<file path="config.mk">
export PLATFORM = sky130hd
export DESIGN_NAME = alu_arbiter
export DESIGN_NICKNAME = d
export VERILOG_FILES = /design/src/rtl/alu_arbiter.sv
export SDC_FILE = /design/constraint.sdc
export NUM_CORES = 1
export LEC_CHECK = 0
export BUFFER_PORTS_ARGS = -buffer_cell sky130_fd_sc_hd__buf_4
export CAP_MARGIN = 20
export CORE_MARGIN = 5
export CORE_UTILIZATION = 41
export DETAILED_ROUTE_END_ITERATION = 10
export PLACE_DENSITY = 0.86
export SYNTH_ARGS = -nofsm -noshare
export SYNTH_HDL_FRONTEND = slang
export SYNTH_SLANG_ARGS = --single-unit
export TNS_END_PERCENT = 100
</file>
<file path="constraint.sdc">
create_clock -name clock -period 3.5 [get_ports clock]
set_input_delay 0.7 -clock clock [delete_from_list [all_inputs] [get_ports clock]]
set_output_delay 0.7 -clock clock [all_outputs]
set_load 0.01 [all_outputs]
</file>
<file path="src/rtl/alu_arbiter.sv">
// Two-port arbiter in front of a single registered ALU: IDLE -> ISSUE -> WAIT, one op in flight.
// Optional macro ALU_ARB_FIXED_PRIO_EN: port 0 always wins ties (no round-robin pointer).
module alu_arbiter #(
    parameter int unsigned       WIDTH     = 32,
    parameter int unsigned       CODE_W    = 4,
    parameter logic [CODE_W-1:0] IDLE_CODE = '0
) (
    input  logic              clock,
    input  logic              reset,
    input  logic              req0,
    input  logic              req1,
    input  logic [WIDTH-1:0]  a0,
    input  logic [WIDTH-1:0]  a1,
    input  logic [WIDTH-1:0]  b0,
    input  logic [WIDTH-1:0]  b1,
    input  logic [CODE_W-1:0] code0,
    input  logic [CODE_W-1:0] code1,
    output logic              gnt0,
    output logic              gnt1,
    output logic              done0,
    output logic              done1,
    output logic [WIDTH-1:0]  res_out,
    output logic              zero_out,
    output logic [WIDTH-1:0]  alu_one,
    output logic [WIDTH-1:0]  alu_two,
    output logic [CODE_W-1:0] alu_code,
    input  logic [WIDTH-1:0]  alu_result,
    input  logic              alu_zero
);

    typedef enum logic [1:0] {
        S_IDLE  = 2'd0,
        S_ISSUE = 2'd1,
        S_WAIT  = 2'd2
    } state_t;

    state_t              state_q, state_d;
    logic                sel_q, sel_d;
    logic                gnt0_q, gnt0_d;
    logic                gnt1_q, gnt1_d;
    logic                done0_q, done0_d;
    logic                done1_q, done1_d;
    logic [WIDTH-1:0]    res_q, res_d;
    logic                zero_q, zero_d;
    logic [WIDTH-1:0]    one_q, one_d;
    logic [WIDTH-1:0]    two_q, two_d;
    logic [CODE_W-1:0]   code_q, code_d;
    logic                pick1;

`ifndef ALU_ARB_FIXED_PRIO_EN
    // last_q = 1 means port 1 was granted most recently; resets to 1 so port 0 wins the first tie
    logic                last_q, last_d;
`endif

    always_comb begin
        pick1 = 1'b0;
`ifdef ALU_ARB_FIXED_PRIO_EN
        pick1 = req1 & ~req0;
`else
        pick1 = req1 & (~req0 | ~last_q);
`endif
    end

    always_comb begin
        state_d = state_q;
        sel_d   = sel_q;
        gnt0_d  = 1'b0;
        gnt1_d  = 1'b0;
        done0_d = 1'b0;
        done1_d = 1'b0;
        res_d   = res_q;
        zero_d  = zero_q;
        one_d   = one_q;
        two_d   = two_q;
        code_d  = code_q;
`ifndef ALU_ARB_FIXED_PRIO_EN
        last_d  = last_q;
`endif
        unique case (state_q)
            S_IDLE: begin
                if (req0 | req1) begin
                    state_d = S_ISSUE;
                    sel_d   = pick1;
                    gnt0_d  = ~pick1;
                    gnt1_d  = pick1;
                    one_d   = pick1 ? a1 : a0;
                    two_d   = pick1 ? b1 : b0;
                    code_d  = pick1 ? code1 : code0;
`ifndef ALU_ARB_FIXED_PRIO_EN
                    last_d  = pick1;
`endif
                end
            end
            S_ISSUE: begin
                state_d = S_WAIT;
            end
            S_WAIT: begin
                // ALU registered the operands at the end of ISSUE; its result is valid now
                state_d = S_IDLE;
                res_d   = alu_result;
                zero_d  = alu_zero;
                done0_d = ~sel_q;
                done1_d = sel_q;
                code_d  = IDLE_CODE;
            end
            default: begin
                state_d = S_IDLE;
                code_d  = IDLE_CODE;
            end
        endcase
    end

    always_ff @(posedge clock or posedge reset) begin
        if (reset) begin
            state_q <= S_IDLE;
            sel_q   <= 1'b0;
            gnt0_q  <= 1'b0;
            gnt1_q  <= 1'b0;
            done0_q <= 1'b0;
            done1_q <= 1'b0;
            res_q   <= '0;
            zero_q  <= 1'b0;
            one_q   <= '0;
            two_q   <= '0;
            code_q  <= IDLE_CODE;
`ifndef ALU_ARB_FIXED_PRIO_EN
            last_q  <= 1'b1;
`endif
        end else begin
            state_q <= state_d;
            sel_q   <= sel_d;
            gnt0_q  <= gnt0_d;
            gnt1_q  <= gnt1_d;
            done0_q <= done0_d;
            done1_q <= done1_d;
            res_q   <= res_d;
            zero_q  <= zero_d;
            one_q   <= one_d;
            two_q   <= two_d;
            code_q  <= code_d;
`ifndef ALU_ARB_FIXED_PRIO_EN
            last_q  <= last_d;
`endif
        end
    end

    assign gnt0     = gnt0_q;
    assign gnt1     = gnt1_q;
    assign done0    = done0_q;
    assign done1    = done1_q;
    assign res_out  = res_q;
    assign zero_out = zero_q;
    assign alu_one  = one_q;
    assign alu_two  = two_q;
    assign alu_code = code_q;

endmodule

</file>
; ---- Word level (Yosys, flattened, before mapping)
; Index checks and enable logic that the tools add are counted.
[word_totals]
romBits = 0
n_memories = 0
wordCells = 39
input_bits = 173
latchBits = 0
ram_bits = 0
regBits = 109
[op_classes]
n_div = 0
reduce_logical = 3
n_lt_le_gt_ge = 0
n_eq_ne = 3
multipliers = 0
bitwise_logic = 8
n_mux = 13
n_shift = 0
add_sub_neg = 0
[ops]
columns = op, count
row1 = two-way mux 32 bit, 2
row2 = two-way mux 4 bit, 2
row3 = case mux 4 bit (2 select lines), 1
row4 = two-way mux 1 bit, 6
row5 = inverter 1 bit, 5
row6 = case mux 2 bit (2 select lines), 1
row7 = AND reduction 2 bit, 2
row8 = equality test 2 x 1 -> 1 bit (second input constant), 1
row9 = equality test 2 bit (second input constant), 1
row10 = zero test 2 bit, 1
row11 = two-way mux 2 bit, 1
row12 = != test 2 bit (second input constant), 1
row13 = OR 1 bit, 2
row14 = bitwise AND 1 bit, 1

; ---- Longest topological paths before layout
[depth]
depth_word = 6
ltp_mapped = 6
ltp_nobuf = 4

; ---- Worst setup path before layout
; Ideal clock, no wire load.
[synth_timing]
path_type = input to register
startpoint = input port req1
endpoint = register two_q[0], in the netlist alu_two[0]
setup_slack_ns = 1.668
stages = 5
required_ns = 3.375
setup_time_ns = 0.125
t_arrival_ns = 1.708
path_cell_list = a21bo_1 > buf_6 > buf_6 > mux2_4 > mux2_2
[synth_between]
elab_chain_cells = 2
elab_cells_between_ends = 4
[synth_lines]
columns = element, line_no
row1 = from (decl), 11  ; input logic req1,
row2 = bitwise AND 1 bit or OR 1 bit (tied branches), "60, 81"
row3 = two-way mux 32 bit or AND reduction 2 bit (tied branches), -
row4 = to (signal assigned), 139  ; two_q <= two_d;
row5 = to (decl), 46  ; logic [WIDTH-1:0] two_q, two_d;
; Parallel ways exist; a longest one is shown, timed or not.
; A chain may end at the register's enable or synchronous reset.

; ---- Final worst setup path
[layout_timing]
startpoint = register state_q[1]
endpoint = register one_q[4], in the netlist alu_one[4]
[layout_between]
elab_chain_cells = 2
[layout_lines]
columns = element, line_no
row1 = from (decl), 37  ; state_t state_q, state_d;
row2 = from (signal assigned), 130  ; state_q <= state_d;
row3 = zero test 2 bit, 79  ; unique case (state_q)
row4 = AND reduction 2 bit (no line), -
row5 = to (signal assigned), 138  ; one_q <= one_d;
row6 = to (decl), 45  ; logic [WIDTH-1:0] one_q, one_d;
; No other way between the ends.

==> reports/metrics.yaml <==
die:
  ios: 278
  coreArea_sq_um: 12110
  die_x_um: 121.6
  initial_utilization: 0.4218
  die_y_um: 121.6
  die_area_sq_um: 14790
  num_rows: 40
worst_setup_path:
  critical_path_buf_inv_count: 2
  r2r_cells: 5
  endpoint_kind: "flip-flop"
  cp_num_cells: 5
  timing.rr.end: "alu_one[4]"
  r2r_start: "state_q[1]"
  worst-path-max-fanout: 38
  crit_path_cell_trace: "nor2_1 -> o21ai_2 -> inv_2 -> buf_12 -> mux2_2"
  cp.required_ns: 3.73
  slowest_delay_ns: 0.51
  start_kind: "flip-flop"
  r2r_slack_ns: 1.38
  critPathArrivalTime_ns: 2.35
  crit_start: "state_q[1]"
  path_delay_family: "buffers and inverters"
  slowest_stage: "inv_2"
  criticalPathCategory: "flip-flop to flip-flop"
timing:
  max_slew.worst_pin.slew_ns: 0.8871
  rsz0062_at_grt: "no"
  fin_tns_setup_ns: 0
  slew_headroom: 0.4074
  final-max-slew-violation-count: 0
  hold_viol: 0
  setup_viol: 0
  fmaxAchievable_ghz: 0.4713
  fin_crit_ns: 2.122
  fin_skew_ns: 0.008470
  finalWorstSetupSlack_ns: 1.378
  fin_crit_sh: 0.6062
placed_design:
  dp_slack_ns: 1.146
  post-place-cells: 746
  gp_congestion: 0.7233
  placement.cell_area_sq_um: 7350
  dp_hpwl_um: 10300
  portBuffers: 277
finish:
  nNetsFinal: 762
  fin_area_sq_um: 7632
  n_antenna_cell: 0
  drive_gt1_frac: 0.7845
  syn_to_final_growth_pct: 49.40
  final_cells: 762
clock_tree:
  cts_buffer_depth: 2
  clkTransAtPathRegs_ns: 0.07
  ctsHoldBuffers: 0
  numCtsBuffers: 9
  cts_resized: 0
  clock-root-buffer: "clkbuf_16"
  cts_setup_buffers: 0
  clock-sinks: 109
  cts_tree: "built"
  htree_levels: 3
  clkLatencyLatePin_ns: 0.34
drt:
  ant_nets: 0
  vias: 3627
  drc_errors: 0
  wire_per_inst_um: 17.38
  wl_um: 13240
  drtIter0Drc: 133
  via_per_inst: 4.760
  drt_pass1_iterations: 4
worst_hold_path:
  whs_path_depth: 1
  hp-class: "flip-flop to flip-flop"
  hp-start: "sel_q"
  whs_endpoint: "done0"
power_and_ir_drop:
  p_int_mw: 4.204
  seqPwrFrac: 0.363
  p_clk_frac: 0.155
  ir_drop_mv: 0.4425
  p_per_area_nw_per_um2: 815.7
  leakage_nw: 3.811
  p_comb_frac: 0.482
  power_switching_mw: 2.022
  sw_frac_of_total: 0.3248
global_routing:
  grt-ovfl-total: 0
  grt_pass1_wl_um: 20970
  grt_max_degree: 50
  antenna_found_initial: 0
  grt_pass1_vias: 4175
  grt_use_total: 0.1780
run:
  drv_cap: 0
logic_synthesis:
  avgSynthCellArea_sq_um: 16.27
  synth_fp_nets: 487
  syn_inst: 314
  yosysSeqAreaShare: 0.5342
  synth.cell_area_sq_um: 5109
  synth.distinct_cells: 22
  ys_seq_elements: 109
  yosys_warnings: 0
status:
  status: "finished, final reports clean"
worst register-to-register path: cells and delay by family, from the launching register on:
| family | cells | cell delay, ns |
|---|---|---|
| buffers and inverters | 2 | 0.84 |
| DFF | 1 | 0.43 |
| AOI/OAI and AO/OA | 1 | 0.16 |
| muxes | 1 | 0.37 |
| and+or+nand+nor | 1 | 0.21 |
metal layers:
layer | wire, um | vias up | track usage
met5 | 0 | - | 0
met4 | 263 | 0 | 0.06513
met3 | 1139 | 19 | 0.06035
met2 | 6996 | 162 | 0.3157
met1 | 4844 | 1775 | 0.1980
li1 | - | 1671 | -
synth_stat cells, drive strengths merged:
master / instances / area, sq um
a21bo: 1 / 10.01
a21o: 1 / 7.510
a21oi: 1 / 5.000
a31oi: 1 / 6.260
and2: 1 / 6.260
buf: 18 / 150.2
clkbuf: 1 / 3.750
dfrtp: 108 / 2703
dfstp: 1 / 26.28
inv: 3 / 11.26
mux2: 161 / 2053
mux2i: 4 / 40.04
nand2b: 1 / 6.260
nor2: 4 / 15.01
nor2b: 1 / 6.260
nor3: 1 / 5.000
o21ai: 1 / 8.760
o21ba: 1 / 10.01
o2bb2ai: 4 / 35.03
registers in the layout, summed over array words and instances, names as in the netlist:
name,count
gnt1,1
alu_one,32
state_q,2
zero_out,1
alu_two,32
gnt0,1
done1,1
alu_code,4
done0,1
last_q,1
res_out,32
sel_q,1
power by group through the flow:
| stage | Sequential [mW] | Combinational, mW | Clock, mW |
|---|---|---|---|
| global route | 2.35 | 3.22 | 1.04 |
| CTS | 2.26 | 3.06 | 0.991 |
| detailed placement | 2.28 | 3.05 | 0 |
| finish | 2.26 | 3.00 | 0.963 |
| floorplan | 2.53 | 1.38 | 0 |
| global placement | 2.25 | 2.97 | 0 |
worst max-delay path by stage:
stage,end,slack (ns)
3_3_place_gp,alu_two[12],1.18
3_5_place_dp,alu_two[8],1.15
4_1_cts,alu_one[1],1.34
6_report,alu_one[4],1.38
2_1_floorplan,alu_code[0],1.49
5_1_grt,alu_one[4],1.26
kinds of logic after synthesis:
logic type | count (synthesis) | share of synthesized area
AO/OA/AOI/OAI | 10 | 0.01616
buffers and inverters | 22 | 0.03233
flip-flops | 109 | 0.5342
multiplexers | 165 | 0.4097
AND/OR/NAND/NOR | 8 | 0.007593
cell type report:
type / instances / area (sq um)
inverter: 3 / 15.01
multi-input combinational: 183 / 2221
clock buffer: 9 / 225.2
tap: 168 / 210.2
fill: 942 / 4479
sequential: 109 / 2729
clock inverter: 7 / 57.56
timing repair buffer: 283 / 2175
layout by cell type, fill, tap and decap left out, drive strengths merged:
master    synthesis  layout
nand2b            1       1
buf              18     283
nor2              4       4
a31oi             1       1
clkinv            0       2
o2bb2ai           4       4
and2              1       1
inv               3       4
mux2i             4       4
dfstp             1       1
mux2            161     161
clkbuf            1       9
a21o              1       1
nor2b             1       1
o21ba             1       1
dfrtp           108     108
o21ai             1       1
nor3              1       1
a21bo             1       1
clkinvlp          0       4
a21oi             1       1
stage by stage:
step,util,power (mW),hold WS [ns]
after global placement,0.6068,5.218,0.4590
final,0.6302,6.225,0.4687
after detailed placement,0.6068,5.332,0.4606
after floorplan,-,3.912,0.4263
after global routing,0.6302,6.606,0.4898
after CTS,0.6302,6.310,0.4730
(Power assumes the default switching activity.)
